<file path="src/rtl/uram_port_arbiter.sv">
// uram_port_arbiter: round-robin sharing of one single-port UltraRAM among NREQ requesters,
// with an optional zero sweep after reset. Define URAM_ARB_WACK_EN to get write responses.
module uram_port_arbiter #(
    parameter int  NREQ           = 4,
    parameter int  AWIDTH         = 12,
    parameter int  DWIDTH         = 72,
    parameter int  CLEAR_ON_RESET = 1,
    localparam int IDW            = (NREQ > 1) ? $clog2(NREQ) : 1
) (
    input  logic                     clk,
    input  logic                     rst_n,
    input  logic [NREQ-1:0]          req_valid_i,
    output logic [NREQ-1:0]          req_ready_o,
    input  logic [NREQ-1:0]          req_we_i,
    input  logic [NREQ*AWIDTH-1:0]   req_addr_i,
    input  logic [NREQ*DWIDTH-1:0]   req_wdata_i,
    output logic                     rsp_valid_o,
    input  logic                     rsp_ready_i,
    output logic [IDW-1:0]           rsp_id_o,
    output logic [DWIDTH-1:0]        rsp_data_o,
`ifdef URAM_ARB_WACK_EN
    output logic                     rsp_is_wr_o,
`endif
    output logic                     init_done_o,
    output logic                     mem_en_o,
    output logic                     mem_we_o,
    output logic [AWIDTH-1:0]        mem_waddr_o,
    output logic [AWIDTH-1:0]        mem_raddr_o,
    output logic [DWIDTH-1:0]        mem_din_o,
    input  logic [DWIDTH-1:0]        mem_dout_i
);

    typedef enum logic {ST_INIT = 1'b0, ST_RUN = 1'b1} state_e;

    localparam state_e      RESET_STATE = (CLEAR_ON_RESET != 0) ? ST_INIT : ST_RUN;
    localparam logic [IDW:0] NREQ_W     = (IDW + 1)'(NREQ);

    // Modulo-NREQ addition of two indices that are each already below NREQ.
    function automatic logic [IDW-1:0] wrap_add(input logic [IDW-1:0] a, input logic [IDW-1:0] b);
        logic [IDW:0] sum;
        sum = {1'b0, a} + {1'b0, b};
        return (sum >= NREQ_W) ? IDW'(sum - NREQ_W) : IDW'(sum);
    endfunction

    state_e              state_q, state_d;
    logic [AWIDTH-1:0]   sweep_q, sweep_d;
    logic [IDW-1:0]      rr_ptr_q, rr_ptr_d;
    logic                rsp_valid_q, rsp_valid_d;
    logic [IDW-1:0]      rsp_id_q, rsp_id_d;
    logic [DWIDTH-1:0]   rsp_data_q, rsp_data_d;
`ifdef URAM_ARB_WACK_EN
    logic                rsp_is_wr_q, rsp_is_wr_d;
`endif

    logic                run_s;
    logic                slot_free_s;
    logic [NREQ-1:0]     eligible_s;
    logic [2*NREQ-1:0]   elig_dbl_s;
    logic [NREQ-1:0]     elig_rot_s;
    logic [IDW-1:0]      first_s;
    logic                grant_s;
    logic [IDW-1:0]      grant_idx_s;
    logic                grant_we_s;
    logic [AWIDTH-1:0]   grant_addr_s;
    logic [DWIDTH-1:0]   grant_wdata_s;
    logic                rsp_load_s;
    logic [DWIDTH-1:0]   rsp_load_data_s;

    assign run_s       = (state_q == ST_RUN);
    assign slot_free_s = ~rsp_valid_q | rsp_ready_i;

    // A read may only win when the response slot is empty or draining this cycle.
    always_comb begin
        eligible_s = {NREQ{1'b0}};
        for (int i = 0; i < NREQ; i++) begin
`ifdef URAM_ARB_WACK_EN
            eligible_s[i] = run_s & req_valid_i[i] & slot_free_s;
`else
            eligible_s[i] = run_s & req_valid_i[i] & (req_we_i[i] | slot_free_s);
`endif
        end
    end

    assign elig_dbl_s = {eligible_s, eligible_s} >> rr_ptr_q;
    assign elig_rot_s = elig_dbl_s[NREQ-1:0];

    // Rotate so rr_ptr sits at bit 0, take the lowest set bit, then rotate back.
    always_comb begin
        first_s = {IDW{1'b0}};
        for (int j = NREQ - 1; j >= 0; j--) begin
            first_s = elig_rot_s[j] ? IDW'(j) : first_s;
        end
        grant_s     = |elig_rot_s;
        grant_idx_s = wrap_add(rr_ptr_q, first_s);
    end

    // Pick the winning requester's command fields.
    always_comb begin
        grant_we_s    = 1'b0;
        grant_addr_s  = {AWIDTH{1'b0}};
        grant_wdata_s = {DWIDTH{1'b0}};
        for (int i = 0; i < NREQ; i++) begin
            grant_we_s    = (grant_idx_s == IDW'(i)) ? req_we_i[i]                     : grant_we_s;
            grant_addr_s  = (grant_idx_s == IDW'(i)) ? req_addr_i[i*AWIDTH +: AWIDTH]  : grant_addr_s;
            grant_wdata_s = (grant_idx_s == IDW'(i)) ? req_wdata_i[i*DWIDTH +: DWIDTH] : grant_wdata_s;
        end
    end

`ifdef URAM_ARB_WACK_EN
    assign rsp_load_s      = grant_s;
    assign rsp_load_data_s = grant_we_s ? grant_wdata_s : mem_dout_i;
`else
    assign rsp_load_s      = grant_s & ~grant_we_s;
    assign rsp_load_data_s = mem_dout_i;
`endif

    // State register.
    always_ff @(posedge clk or negedge rst_n) begin
        if (!rst_n) begin
            state_q     <= RESET_STATE;
            sweep_q     <= {AWIDTH{1'b0}};
            rr_ptr_q    <= {IDW{1'b0}};
            rsp_valid_q <= 1'b0;
            rsp_id_q    <= {IDW{1'b0}};
            rsp_data_q  <= {DWIDTH{1'b0}};
`ifdef URAM_ARB_WACK_EN
            rsp_is_wr_q <= 1'b0;
`endif
        end else begin
            state_q     <= state_d;
            sweep_q     <= sweep_d;
            rr_ptr_q    <= rr_ptr_d;
            rsp_valid_q <= rsp_valid_d;
            rsp_id_q    <= rsp_id_d;
            rsp_data_q  <= rsp_data_d;
`ifdef URAM_ARB_WACK_EN
            rsp_is_wr_q <= rsp_is_wr_d;
`endif
        end
    end

    // Next-state: sweep progress, pointer rotation, response slot load/pop.
    always_comb begin
        state_d     = state_q;
        sweep_d     = sweep_q;
        rr_ptr_d    = rr_ptr_q;
        rsp_valid_d = rsp_valid_q;
        rsp_id_d    = rsp_id_q;
        rsp_data_d  = rsp_data_q;
`ifdef URAM_ARB_WACK_EN
        rsp_is_wr_d = rsp_is_wr_q;
`endif
        case (state_q)
            ST_INIT: begin
                sweep_d = sweep_q + AWIDTH'(1'b1);
                if (sweep_q == {AWIDTH{1'b1}}) begin
                    state_d = ST_RUN;
                end else begin
                    state_d = ST_INIT;
                end
            end
            ST_RUN: begin
                if (grant_s) begin
                    rr_ptr_d = wrap_add(grant_idx_s, IDW'(1'b1));
                end else begin
                    rr_ptr_d = rr_ptr_q;
                end
                // A new load wins over a pop so back-to-back reads leave no bubble.
                if (rsp_load_s) begin
                    rsp_valid_d = 1'b1;
                    rsp_id_d    = grant_idx_s;
                    rsp_data_d  = rsp_load_data_s;
`ifdef URAM_ARB_WACK_EN
                    rsp_is_wr_d = grant_we_s;
`endif
                end else if (rsp_valid_q & rsp_ready_i) begin
                    rsp_valid_d = 1'b0;
                end else begin
                    rsp_valid_d = rsp_valid_q;
                end
            end
            default: begin
                state_d = RESET_STATE;
            end
        endcase
    end

    // Outputs decoded from state and the current grant.
    always_comb begin
        req_ready_o = {NREQ{1'b0}};
        mem_en_o    = 1'b0;
        mem_we_o    = 1'b0;
        mem_waddr_o = {AWIDTH{1'b0}};
        mem_raddr_o = {AWIDTH{1'b0}};
        mem_din_o   = {DWIDTH{1'b0}};
        case (state_q)
            ST_INIT: begin
                mem_en_o    = 1'b1;
                mem_we_o    = 1'b1;
                mem_waddr_o = sweep_q;
                mem_raddr_o = sweep_q;
            end
            ST_RUN: begin
                for (int i = 0; i < NREQ; i++) begin
                    req_ready_o[i] = grant_s & (grant_idx_s == IDW'(i));
                end
                mem_en_o    = grant_s;
                mem_we_o    = grant_s & grant_we_s;
                mem_waddr_o = grant_addr_s;
                mem_raddr_o = grant_addr_s;
                mem_din_o   = grant_wdata_s;
            end
            default: begin
                mem_en_o = 1'b0;
            end
        endcase
    end

    assign rsp_valid_o = rsp_valid_q;
    assign rsp_id_o    = rsp_id_q;
    assign rsp_data_o  = rsp_data_q;
    assign init_done_o = run_s;
`ifdef URAM_ARB_WACK_EN
    assign rsp_is_wr_o = rsp_is_wr_q;
`endif

endmodule

</file>
<file path="config.mk">
export PLATFORM = sky130hd
export DESIGN_NAME = uram_port_arbiter
export DESIGN_NICKNAME = d
export VERILOG_FILES = /design/src/rtl/uram_port_arbiter.sv
export SDC_FILE = /design/constraint.sdc
export NUM_CORES = 1
export LEC_CHECK = 0
export ABC_AREA = 1
export CAP_MARGIN = 20
export CELL_PAD_IN_SITES_DETAIL_PLACEMENT = 1
export CELL_PAD_IN_SITES_GLOBAL_PLACEMENT = 1
export CORE_AREA = 2 2 231 233
export DETAILED_ROUTE_END_ITERATION = 7
export DIE_AREA = 0 0 233 235
export DONT_BUFFER_PORTS = 1
export PLACE_DENSITY = 0.35
export REMOVE_ABC_BUFFERS = 1
export SLEW_MARGIN = 20
export SYNTH_ARGS = -nofsm -noshare
export SYNTH_HDL_FRONTEND = slang
export SYNTH_SLANG_ARGS = --single-unit
</file>
<file path="constraint.sdc">
create_clock -name clk -period 2.8 [get_ports clk]
set_input_delay 0 -clock clk [delete_from_list [all_inputs] [get_ports clk]]
set_output_delay 0 -clock clk [all_outputs]
set_load 0.02 [all_outputs]
</file>
# After elaboration in Yosys (flattened, before gate mapping)
# Cells that the tools add are included.
[word_totals]
reg_bits = 90
latch_bits = 0
mem_bits_rw = 0
mem_bits_ro = 0
in_bits = 419
output_inout_bits = 178
elab_cells = 74
memories = 0
[classes]
add_sub_neg = 5
multipliers = 0
n_div = 0
magnitude_cmp = 2
n_eq_ne = 4
shifts = 1
mux = 27
bitwise_logic = 23
n_reduce_logical = 6
[op_table]
columns = ["op", "count"]
rows = [
  ["72-bit two-way mux", 5],
  ["12-bit two-way mux", 4],
  ["12-bit case mux with 2 select lines", 1],
  ["1-bit AND", 15],
  ["12-bit by 1-bit adder with 12-bit output, second input constant", 1],
  ["12-bit == test, second input constant", 1],
  ["2-bit two-way mux", 6],
  ["1-bit two-way mux", 8],
  ["8-bit by 2-bit right shift with 4-bit output", 1],
  ["3-bit greater-or-equal comparator, second input constant", 2],
  ["2-bit AND reduction", 3],
  ["1-bit OR", 5],
  ["2-bit == test, second input constant", 2],
  ["4-bit two-way mux", 1],
  ["1-bit case mux with 2 select lines", 2],
  ["4-bit OR reduction", 1],
  ["2-bit by 1-bit subtractor with 2-bit output, second input constant", 2],
  ["2-bit by 1-bit adder with 3-bit output, second input constant", 1],
  ["2-bit by 2-bit adder with 3-bit output", 1],
  ["1-bit NOT", 3],
  ["2-bit by 1-bit == test with 1-bit output, second input constant", 1],
  ["2-bit zero test", 1],
  ["2-bit nonzero test", 1],
]

# Depth between registers and ports, before layout
# Gate-level depths: netlist of the first run.
[logic_depth]
ltp_word = 21
mapped_depth = 28
mapped_depth_nobuf = 25

# Worst setup path before layout of the first run
# No wires, ideal clock.
[synth_timing]
path_kind = "reg2out"
start = "register state_q (netlist: init_done_o)"
end = "output port mem_waddr_o[10]"
arrival_ps = 3586
required_ps = 2800
slack_ps = -786
path_stages_with_launch = 25
path_buffers = 5
cell_sequence = "dfrtp_1 -> buf_6 -> nand2_1 -> inv_2 -> nand3_1 -> nand2_1 -> nand2_1 -> nand2_1 -> inv_2 -> a21oi_1 -> ha_1 -> xor2_1 -> inv_1 -> nand3_1 -> nand2_1 -> inv_1 -> ha_1 -> clkbuf_1 -> clkbuf_1 -> clkbuf_1 -> a21oi_1 -> nand2_1 -> o211ai_1 -> a22oi_1 -> buf_4"
[synth_via]
elab_chain_len = 16
word_cells_on_any_way = 27
cone_classes = "add/sub (2); order compare (1); eq/ne (3); shift (1); mux (10); bitwise (9); reduce/logical (1)"
[synth_lines]
columns = ["element", "line_no", "source"]
rows = [
  ["from (decl)", "45", "state_e state_q, state_d;"],
  ["from (signal assigned)", "130", "state_q <= state_d;"],
  ["1-bit AND (2 in series)", "79", "eligible_s[i] = run_s & req_valid_i[i] & (req_we_i[i] | slot_free_s);"],
  ["8-bit by 2-bit right shift with 4-bit output (*)", "84", "assign elig_dbl_s = {eligible_s, eligible_s} >> rr_ptr_q;"],
  ["2-bit two-way mux (3 in series)", "91", "first_s = elig_rot_s[j] ? IDW'(j) : first_s;"],
  ["2-bit two-way mux (*)", "91", ""],
  ["2-bit by 2-bit adder with 3-bit output (*)", "41", "sum = {1'b0, a} + {1'b0, b};"],
  ["3-bit greater-or-equal comparator / 2-bit by 1-bit subtractor with 2-bit output (equally long branches)", "42", "return (sum >= NREQ_W) ? IDW'(sum - NREQ_W) : IDW'(sum);"],
  ["2-bit two-way mux (*)", "42", ""],
  ["via grant_idx_s[1]", "62", "logic [IDW-1:0] grant_idx_s;"],
  ["2-bit zero test", "104", "grant_addr_s = (grant_idx_s == IDW'(i)) ? req_addr_i[i*AWIDTH +: AWIDTH] : grant_addr_s;"],
  ["12-bit two-way mux (3 in series)", "104", ""],
  ["12-bit two-way mux (*)", "104", ""],
  ["12-bit case mux with 2 select lines (*)", "--", ""],
  ["to (decl)", "27", "output logic [AWIDTH-1:0] mem_waddr_o,"],
]
# Mark *: on every way through the listed nets, which the timed path passes. The rest lies on a longest branch.

# Worst setup path after layout of the first run
[layout_timing]
start = "register rsp_valid_q (netlist: rsp_valid_o)"
end = "output port mem_waddr_o[2]"
[layout_via]
elab_chain_len = 18
word_cells_on_any_way = 28
cone_classes = "add/sub (2); order compare (1); eq/ne (3); shift (1); mux (10); bitwise (10); reduce/logical (1)"
[layout_lines]
columns = ["element", "line_no", "source"]
rows = [
  ["from (decl)", "48", "logic rsp_valid_q, rsp_valid_d;"],
  ["from (signal assigned)", "133", "rsp_valid_q <= rsp_valid_d;"],
  ["1-bit NOT (*)", "70", "assign slot_free_s = ~rsp_valid_q | rsp_ready_i;"],
  ["1-bit OR (*)", "70", ""],
  ["1-bit OR", "79", ""],
  ["1-bit AND", "79", ""],
  ["8-bit by 2-bit right shift with 4-bit output (*)", "84", ""],
  ["2-bit two-way mux (3 in series)", "91", ""],
  ["2-bit two-way mux (*)", "91", ""],
  ["2-bit by 2-bit adder with 3-bit output (*)", "41", ""],
  ["3-bit greater-or-equal comparator / 2-bit by 1-bit subtractor with 2-bit output (equally long branches)", "42", ""],
  ["2-bit two-way mux (*)", "42", ""],
  ["via grant_idx_s[1]", "62", ""],
  ["2-bit zero test", "104", ""],
  ["12-bit two-way mux (3 in series)", "104", ""],
  ["12-bit two-way mux (*)", "104", ""],
  ["12-bit case mux with 2 select lines (*)", "--", ""],
]
# Marks and branches as above.

==> results of run 1 <==
==> routing by layer <==
| metal | up-vias | global-route usage (%) | routed length (microns) |
|---|---|---|---|
| li1 | 3724 | - | - |
| met1 | 4079 | 19.2 | 19000 |
| met2 | 432 | 29.3 | 25700 |
| met3 | 72 | 5.33 | 4500 |
| met4 | 4 | 6.31 | 1650 |
| met5 | - | 0 | 33 |
==> how the worst min path moves through the flow <==
stage                      from        endpoint
finish              rsp_ready_i     rsp_valid_o
global route        rsp_ready_i     rsp_valid_o
CTS                 rsp_ready_i     rsp_valid_o
detailed placement        rst_n  rsp_data_o[28]
global placement          rst_n  rsp_data_o[28]
floorplan                 rst_n     init_done_o
==> final cells by class <==
| class | count | area (sq um) |
|---|---|---|
| inverters | 31 | 126 |
| flip-flops and latches | 90 | 2260 |
| well taps | 688 | 861 |
| clock inverters | 7 | 51.3 |
| fillers | 6174 | 40800 |
| diodes | 10 | 25.0 |
| repair buffers | 286 | 3350 |
| clock buffers | 9 | 225 |
| multi-input cells | 762 | 4530 |
==> through the flow <==
stage	utilization, %	cell area, sq um	setup WS (ps)	hold slack, ps	std cells
3_5_place_dp	16.0	8350	-793	-293	1729
4_1_cts	19.7	10300	-810	4.91	1842
3_3_place_gp	16.0	8350	-765	-292	1729
2_1_floorplan	-	6110	-5830	-296	883
6_report	21.9	11400	-735	49.6	1883
5_1_grt	21.9	11400	-947	64.0	1882
==> cells in the mapped netlist (all sizes together) <==
library cell and n:
o211ai 9, nand2 351, o22ai 3, xor2 9, a22oi 78, nand3b 1, nor3 2, dfrtp 90
clkinv 2, nand4 1, clkbuf 48, nor2 25, inv 29, a21oi 94, a221oi 2, buf 47
ha 6, nand3 19, o21ai 159, xnor2 3
==> kinds of logic after synthesis <==
logic type / after synthesis / synth area share [%]
compound gates: 345 / 29.6
xor+xnor: 12 / 1.59
fa+ha+maj: 6 / 1.13
buf+inv: 126 / 9.52
flops: 90 / 34.0
simple gates: 399 / 24.2
==> timing repair <==
action                                 4_1_cts  5_1_grt
pin swaps                                   32       89
gates cloned                                12       17
resized for setup                          140      222
hold buffers                                74        0
endpoints found under the hold margin      162        0
setup endpoints to repair                  176      176
setup buffers                               13       17
==> worst max-delay path, delay by kind of cell (launching register included) <==
kind,cells,cell delay [ps]
and+or+nand+nor,8,760
adders and majority gates,2,330
AOI/OAI and AO/OA,5,530
buffers and inverters,8,910
xor gates and xnor gates,1,180
DFF,1,440
==> flip-flops by register name (all words and copies together), names as in the netlist <==
name,cells
sweep_q,12
rsp_data_o,72
rsp_id_o,2
rsp_valid_o,1
init_done_o,1
rr_ptr_q,2
==> power by group through the flow <==
stage / logic, W / registers, W / clock network (W)
final: 0.000200 / 0.00148 / 0.00122
after global placement: 0.0000576 / 0.00150 / 0
after detailed placement: 0.0000628 / 0.00150 / 0
after CTS: 0.000184 / 0.00147 / 0.00130
after floorplan: 0.0000461 / 0.00148 / 0
after global routing: 0.000224 / 0.00149 / 0.00134
==> flow_summary_export.csv, run 1 <==
group,metric,value,unit
outcome,status,"finished, violations left",
outcome,violations,"negative setup slack",
clock_network,clock-root-buffer,"clkbuf_16",
worst_setup_path,worst-path-max-fanout,8,
clock_network,cts_htree_levels,3,
global_route,grt_max_degree,91,
yosys,synth_seq_cells,90,
timing,drv_slew,0,
power_and_ir_drop,seqPwrFrac,51.0,%
job,timing.max_cap.violations,0,
timing,setup_viol_count_final,174,
floorplan,pin_count,597,
floorplan,die-width,233,microns
global_route,grt_pass1_wl,66.0,mm
power_and_ir_drop,ir_worst_vdd,0.233,mV
power_and_ir_drop,p_leak,5.18,nW
timing,period_minus_slack,3540,ps
detailed_routing,drt_wl_total,50.9,mm
global_route,grt.total_usage,16.9,%
global_route,grt_overflow_total,0,
global_route,antenna_found_initial,18,
timing,fmax,283,MHz
clock_network,clock_path_buffers,2,
clock_network,clkLatencyLatePin,360,ps
detailed_routing,via_per_inst,4.41,
timing,fin_crit_sh,126,%
yosys,syn_inst,978,
final_layout,fin_nets,1605,
timing,hold_viol_final,0,
floorplan,num_rows,84,
yosys,yosysTopAreaCell,"dfrtp_1",
worst_setup_path,crit_end,"mem_waddr_o[2]",
timing,setup_ws,-735,ps
timing,fin_worst_skew,8.63,ps
worst_setup_path,crit_path_start_kind,"register",
worst_setup_path,path_class,"reg2out",
yosys,seq_area_frac_synth,34.0,%
floorplan,die_h,235,microns
worst_setup_path,cpMostUsedCell,"nand3_2",
clock_network,cts-buffers-inserted,9,
timing,rsz0062_at_grt,"true",
power_and_ir_drop,pwr-share-comb,6.9,%
yosys,synth_top_area_share,34.0,%
yosys,synth_cell_types,30,
place,globalplace.congestion,0.948,
power_and_ir_drop,swShare,28.4,%
worst_hold_path,holdPathStages,4,
worst_setup_path,cp-startpoint,"rsp_valid_o",
final_layout,drive_gt1_share,38.9,%
detailed_routing,route.detailed.drc,0,
global_route,grt_pass1_vias,8592,
place,hpwlAfterDp,37.7,mm
yosys,yosysWarningCount,0,
worst_setup_path,worstReg2RegStart,"rsp_valid_o",
floorplan,coreArea,52200,sq um
worst_setup_path,crit_slowest_cell,"dfrtp_1",
power_and_ir_drop,total_power,0.00290,W
power_and_ir_drop,power.internal,0.00208,W
clock_network,clkTransAtPathRegs,70,ps
power_and_ir_drop,clkPwrFrac,42.1,%
power_and_ir_drop,power_switching,0.000826,W
yosys,synthTopCellsByArea,"dfrtp_1 (34%), nand2_1 (19%), o21ai_0 (12%)",
worst_setup_path,crit_path_end_kind,"output port",
worst_setup_path,rrSetupSlack,-710,ps
worst_setup_path,cp_data_arrival_time,3540,ps
power_and_ir_drop,p_per_area,254,nW/um^2
clock_network,clock-sinks,90,
floorplan,die-area,54800,sq um
detailed_routing,drtIter0Drc,387,
timing,slew_headroom,46.3,%
timing,tightest_slew,805,ps
timing,setup-tns-final,-112070,ps
worst_setup_path,critPathMaxStageDelay,440,ps
yosys,avgSynthCellArea,6.77,sq um
detailed_routing,drtPass1Iterations,4,
detailed_routing,vias,8311,
final_layout,final_common_cell,"nand2_1",
floorplan,initial_utilization,12.7,%
place,portBuffers,0,
worst_setup_path,worstPathCellList,"nand3b_1 -> nand3_2 -> nand3_2 -> o21ai_2 -> inv_1 -> nand2_1 -> a21oi_2 -> ha_2 -> xor2_2 -> inv_1 -> nand3_2 -> nand2_4 -> inv_4 -> ha_4 -> inv_2 -> nor2_4 -> buf_12 -> buf_12 -> buf_8 -> a22oi_2 -> o21ai_1 -> nor2_1 -> o22ai_1 -> buf_4",
detailed_routing,ant_nets,0,
worst_setup_path,crit_required,2800,ps
worst_setup_path,rr_worst_depth,29,
yosys,netlist_area,6630,sq um
worst_setup_path,reg2reg_to,"rsp_data_o[39]",
detailed_routing,routedWlPerCell,27.0,microns
final_layout,syn2layout_area_growth,72.6,%
clock_network,cts_tree,"built",
final_layout,most-common-layout-cells,"nand2_1 (240), buf_4 (131), nand2_2 (98)",
worst_hold_path,hold_path_class,"in2reg",
Power figures use the tool's default switching activity.
==> run 2: changes to the inputs <==
Settings changed: CORE_AREA 2 2 231 233 to 2 2 234 236, DIE_AREA 0 0 233 235 to 0 0 236 238.
==> flow_summary_export.csv, run 2 (synthesis gave the netlist of run 1 again) <==
group,metric,value,unit
detailed_routing,vias,8123,
detailed_routing,drtIter0Drc,305,
worst_setup_path,crit_required,2800,ps
worst_setup_path,worst-path-max-fanout,16,
timing,setup_ws,-667,ps
timing,slew_headroom,52.8,%
timing,fin_crit_sh,124,%
global_route,grt.total_usage,16.9,%
final_layout,most-common-layout-cells,"nand2_1 (321), buf_4 (125), o21ai_0 (110)",
power_and_ir_drop,p_per_area,284,nW/um^2
job,timing.max_cap.violations,0,
timing,setup_viol_count_final,175,
detailed_routing,maxUsedRoutingLayer,"met4",
global_route,grt_pass1_vias,8680,
power_and_ir_drop,total_power,0.00299,W
outcome,status,"finished, violations left",
worst_setup_path,critPathMaxStageDelay,510,ps
place,hpwlAfterDp,38.6,mm
detailed_routing,m1WireLength,18.7,mm
timing,rsz0062_at_grt,"true",
final_layout,layout.area.seq,2260,sq um
floorplan,num_rows,85,
detailed_routing,met2_length,24.8,mm
detailed_routing,drtPass1Iterations,4,
final_layout,syn2layout_area_growth,58.8,%
final_layout,multiInputGateArea,4090,sq um
detailed_routing,drt_wl_total,49.1,mm
global_route,grt_max_degree,91,
timing,drv_slew,0,
worst_setup_path,crit_buf_inv,7,
detailed_routing,routedWlPerCell,26.2,microns
detailed_routing,via_per_inst,4.33,
detailed_routing,route.detailed.drc,0,
worst_setup_path,cpMostUsedCell,"nand2_1",
final_layout,fin_nets,1585,
final_layout,drive_gt1_share,27.2,%
power_and_ir_drop,ir_worst_vdd,0.200,mV
floorplan,pin_count,597,
clock_network,cts_tree,"built",
timing,whs,184,ps
detailed_routing,met3WireLength,3.53,mm
clock_network,clkTransAtPathRegs,80,ps
place,globalplace.congestion,0.927,
clock_network,cts_htree_levels,3,
worst_setup_path,crit_family,"simple AND/OR/NAND/NOR gates",
final_layout,largest_reg_flops,72,
final_layout,n_fill_cell,6416,
clock_network,clock-sinks,90,
place,portBuffers,0,
floorplan,die-area,56200,sq um
timing,setup-tns-final,-89640,ps
floorplan,coreArea,53500,sq um
worst_setup_path,crit_slowest_cell,"dfrtp_4",
power_and_ir_drop,p_leak,4.91,nW
global_route,grt_overflow_total,0,
worst_setup_path,worstPathCellList,"nand2_1 -> inv_2 -> nand3_1 -> nand3_2 -> o21ai_2 -> inv_1 -> nand2_1 -> a21oi_2 -> ha_2 -> xor2_2 -> inv_1 -> nand3_2 -> nand2_4 -> inv_4 -> ha_4 -> nor2_4 -> buf_12 -> buf_12 -> a22oi_1 -> nand2_1 -> o21ai_0 -> a21oi_1 -> buf_4",
timing,hold_viol_final,0,
clock_network,clock_path_buffers,2,
timing,fin_worst_skew,14.7,ps
clock_network,clock-root-buffer,"clkbuf_16",
clock_network,cts-buffers-inserted,9,
worst_setup_path,cp_data_arrival_time,3470,ps
detailed_routing,ant_nets,0,
floorplan,die_h,238,microns
worst_hold_path,hold_path_class,"in2async",
global_route,antenna_found_initial,22,
timing,period_minus_slack,3470,ps
clock_network,clkLatencyLatePin,370,ps
timing,fmax,288,MHz
floorplan,initial_utilization,12.4,%
worst_setup_path,path_class,"reg2out",
worst_setup_path,crit_path_start_kind,"register",
floorplan,die-width,236,microns
global_route,grt_pass1_wl,67.7,mm
final_layout,final_common_cell,"nand2_1",
outcome,violations,"negative setup slack",
worst_setup_path,crit_path_end_kind,"output port",
timing,tightest_slew,708,ps
## run 2: cell count changes in the layout (fill, tap and decap cells not counted), sizes merged
cell         delta
clkinv          -2
dlygate4sd3     +1
bufinv          +1
clkbuf         -13
diode           +4
bufbuf          +2
buf             -9
clkinvlp        -1
## run 2: repair_timing
item / 4_1_cts / 5_1_grt
pin swaps: 30 / 9
setup endpoints to repair: 176 / 176
gates resized for setup: 149 / 35
cloned: 8 / 1
endpoints found under the hold margin: 163 / 0
hold buffers: 75 / 0
setup buffers: 22 / 1
## run 2: layout make-up
cell class,instances,share of cell area [%]
antenna,14,0.333
clock buffer,10,2.27
clock inverter,5,0.583
inverter,31,1.22
multi-input combinational,762,38.8
sequential,90,21.5
tap,696,8.28
timing repair buffer,266,27.0
## run 2: metrics by stage
step           worst slack [ps]  std cells  utilization [%]  instance area (sq um)
3_3_place_gp               -535       1740             15.7                   8420
5_1_grt                    -897       1873             19.7                  10500
6_report                   -667       1874             19.7                  10500
3_5_place_dp               -537       1740             15.7                   8420
4_1_cts                    -728       1858             19.4                  10400
2_1_floorplan             -5830        883                -                   6110
## run 2: worst register-to-register path, delay by kind of cell (launching register included)
family,cells,cell delay (ps)
AOI/OAI and AO/OA,5,530
xor gates and xnor gates,1,150
adders and majority gates,2,460
buffers and inverters,5,710
DFF,1,430
and+or+nand+nor,10,980
## run 2: path summary, 6_finish.rpt
kind | startpoint | end | slack, ps | cells after the start
min reg2reg | sweep_q[7] | sweep_q[7] | 480 | 1
max | init_done_o | mem_din_o[56] | -670 | 23
min | rst_n | rsp_data_o[24] | 180 | 2
max reg2reg | rsp_valid_o | rsp_data_o[55] | -530 | 23
max in group asynchronous | rst_n | init_done_o | 2110 | 2
min in group clk | req_we_i[2] | rsp_data_o[61] | 200 | 6
## run 2: report_power, final
| part | switching, W | leakage [nW] | internal [W] |
|---|---|---|---|
| logic | 0.0000817 | 3.61 | 0.000103 |
| clock network | 0.000610 | 0.150 | 0.000722 |
| registers | 0.000118 | 1.15 | 0.00135 |
| total | 0.000809 | 4.91 | 0.00218 |
## run 2: layer usage
| metal | track usage (%) | up-vias |
|---|---|---|
| li1 | - | 3680 |
| met4 | 7.01 | 0 |
| met5 | 0 | - |
| met2 | 30.4 | 384 |
| met1 | 18.5 | 3995 |
| met3 | 4.79 | 64 |
==> run 3: changes to the inputs <==
Settings changed: ABC_AREA 1 to not set, CORE_AREA 2 2 234 236 to 2 2 231 233, DIE_AREA 0 0 236 238 to 0 0 233 235.
==> flow_summary_export.csv, run 3 <==
group,metric,value,unit
yosys,synth_seq_cells,90,
worst_setup_path,crit_path_end_kind,"output port",
timing,setup-tns-final,-176330,ps
global_route,grt_max_degree,91,
place,post_dp_cell_area,8180,sq um
place,globalplace.congestion,0.841,
worst_setup_path,path_class,"reg2out",
final_layout,final_common_cell,"nand2_1",
yosys,synthTopCellsByCount,"a21oi_1 (99), dfrtp_1 (90), nand2_1 (90)",
detailed_routing,drt_wl_total,43.2,mm
worst_hold_path,hold_path_class,"in2async",
timing,setup_ws,-1150,ps
timing,tightest_slew,927,ps
global_route,grt_pass1_vias,7757,
clock_network,cts_htree_levels,3,
power_and_ir_drop,swShare,25.2,%
detailed_routing,routedWlPerCell,25.7,microns
floorplan,die_h,235,microns
floorplan,initial_utilization,13.1,%
power_and_ir_drop,p_leak,4.65,nW
job,timing.max_cap.violations,0,
power_and_ir_drop,ir_worst_vdd,0.292,mV
worst_setup_path,worst-path-max-fanout,7,
worst_setup_path,cp-startpoint,"rsp_valid_o",
yosys,synthFlopType,"dfrtp_1",
detailed_routing,route.detailed.drc,0,
detailed_routing,ant_nets,0,
timing,hold_viol_final,0,
timing,drv_slew,0,
timing,setup_viol_count_final,176,
power_and_ir_drop,clkPwrFrac,42.1,%
yosys,yosysWarningCount,0,
floorplan,coreArea,52200,sq um
power_and_ir_drop,power_switching,0.000707,W
yosys,yosysTopAreaCell,"dfrtp_1",
place,portBuffers,0,
global_route,grt_overflow_total,0,
floorplan,pin_count,597,
worst_setup_path,rr_worst_depth,20,
floorplan,die-width,233,microns
yosys,synth-edff-count,0,
detailed_routing,vias,7300,
worst_setup_path,worstReg2RegStart,"rsp_valid_o",
final_layout,fin_nets,1411,
detailed_routing,drtIter0Drc,254,
clock_network,cts-buffers-inserted,9,
final_layout,syn2layout_area_growth,60.9,%
outcome,violations,"negative setup slack",
timing,rsz0062_at_grt,"true",
global_route,antenna_found_initial,1,
yosys,avgSynthCellArea,7.97,sq um
timing,fmax,253,MHz
clock_network,clock_path_buffers,2,
yosys,synth_most_common_cell,"a21oi_1",
final_layout,largest_reg_flops,72,
timing,period_minus_slack,3950,ps
place,hpwlAfterDp,31.5,mm
yosys,async_reset_ff_share,100,%
detailed_routing,drtPass1Iterations,4,
final_layout,stdcell_count,1680,
yosys,syn_inst,860,
timing,whs,213,ps
clock_network,clkLatencyLatePin,360,ps
power_and_ir_drop,power.internal,0.00210,W
worst_setup_path,crit_required,2800,ps
final_layout,post-route-util,21.1,%
final_layout,drive_gt1_share,40.9,%
final_layout,postLayoutCellArea,11000,sq um
yosys,seq_area_frac_synth,32.9,%
place,place_inst,1550,
power_and_ir_drop,p_per_area,254,nW/um^2
power_and_ir_drop,pwr-share-comb,11.6,%
global_route,grt.total_usage,14.0,%
global_route,grt_pass1_wl,55.8,mm
floorplan,die-area,54800,sq um
clock_network,clock-sinks,90,
clock_network,clkTransAtPathRegs,70,ps
worst_setup_path,crit_path_start_kind,"register",
outcome,status,"finished, violations left",
yosys,synthTopCellsByArea,"dfrtp_1 (33%), mux2_1 (12%), a22oi_1 (8.2%)",
timing,fin_crit_sh,141,%
yosys,netlist_area,6850,sq um
clock_network,clock-root-buffer,"clkbuf_16",
detailed_routing,via_per_inst,4.35,
yosys,synth_cell_types,38,
timing,fin_worst_skew,8.53,ps
power_and_ir_drop,seqPwrFrac,46.3,%
floorplan,num_rows,84,
timing,slew_headroom,38.2,%
yosys,synth_top_area_share,32.9,%
clock_network,cts_tree,"built",
worst_setup_path,cp_data_arrival_time,3950,ps
final_layout,most-common-layout-cells,"nand2_1 (90), dfrtp_1 (88), a21oi_1 (80)",
run 3: changes by cell type in the layout (fill, tap and decap cells not counted), moves of 31 or more:
cell / change
o21ai_0: -105
a22oi_2: +31
mux2_4: +65
nand2_1: -231
buf_4: -62
nor2_1: +57
a22oi_1: -34
and2_4: +66
run 3: what timing repair did:
action | 4_1_cts | 5_1_grt
resized for setup | 235 | 210
buffers inserted | 12 | 15
pin swaps | 28 | 107
endpoints found under the setup margin | 177 | 177
endpoints found under the hold margin | 163 | 0
hold buffers | 75 | 0
gates cloned | 4 | 15
run 3: metal layers:
metal | share of wire (%) | GRT usage (%) | routed length (microns)
met2 | 56 | 27.6 | 24200
met3 | 7.6 | 3.33 | 3290
met5 | 0 | 0 | 0
met1 | 34 | 14.5 | 14900
met4 | 1.8 | 3.63 | 780
run 3: critical path: stages (launching register included):
cell	delay (ps)
dfrtp_2	410
or3b_4	410
nand3_4	120
nor3_4	50
a311oi_2	290
o221ai_2	130
ha_2	200
xor2_2	150
xnor2_2	160
buf_4	150
ha_4	170
buf_6	120
buf_12	120
buf_12	140
a22oi_2	380
nor2_1	70
a21oi_1	130
o21ai_1	80
and2_4	170
buf_12	130
run 3: final timing paths:
check	slack [ps]	end
max	-1150	mem_din_o[7]
min	210	rsp_data_o[22]
max reg2reg	-1120	rsp_data_o[15]
min reg2reg	500	sweep_q[9]
max in group asynchronous	2220	rsp_data_o[31]
min in group clk	270	mem_din_o[32]
run 3: metrics by stage:
stage / setup WS (ps) / power (W)
6_report: -1150 / 0.00280
5_1_grt: -1330 / 0.00292
4_1_cts: -1220 / 0.00282
3_5_place_dp: -1120 / 0.00148
3_3_place_gp: -1060 / 0.00147
2_1_floorplan: -6190 / 0.00144
run 3: cell type report:
| type | instances | area (sq um) |
|---|---|---|
| Inverter | 5 | 18.8 |
| Clock inverter | 7 | 52.6 |
| Timing Repair Buffer | 206 | 2430 |
| Antenna cell | 1 | 2.50 |
| Clock buffer | 9 | 225 |
| Multi-Input combinational cell | 674 | 5170 |
| Sequential cell | 90 | 2260 |
| Tap cell | 688 | 861 |
| Fill cell | 6026 | 41200 |
run 3: power groups by stage:
stage | logic [W] | clock network [W] | registers (W)
2_1_floorplan | 0.000115 | 0 | 0.00132
3_3_place_gp | 0.000149 | 0 | 0.00132
3_5_place_dp | 0.000153 | 0 | 0.00132
4_1_cts | 0.000289 | 0.00123 | 0.00130
5_1_grt | 0.000360 | 0.00127 | 0.00130
6_report | 0.000325 | 0.00118 | 0.00130
run 3: kinds of logic after synthesis:
| family | count (synthesis) | synth area share, % |
|---|---|---|
| buffers and inverters | 98 | 6.87 |
| multiplexers | 74 | 12.2 |
| AND/OR/NAND/NOR | 302 | 21.0 |
| AO/OA/AOI/OAI | 277 | 24.3 |
| XOR/XNOR | 13 | 1.66 |
| adder cells (fa/ha/maj) | 6 | 1.10 |
| flip-flops | 90 | 32.9 |
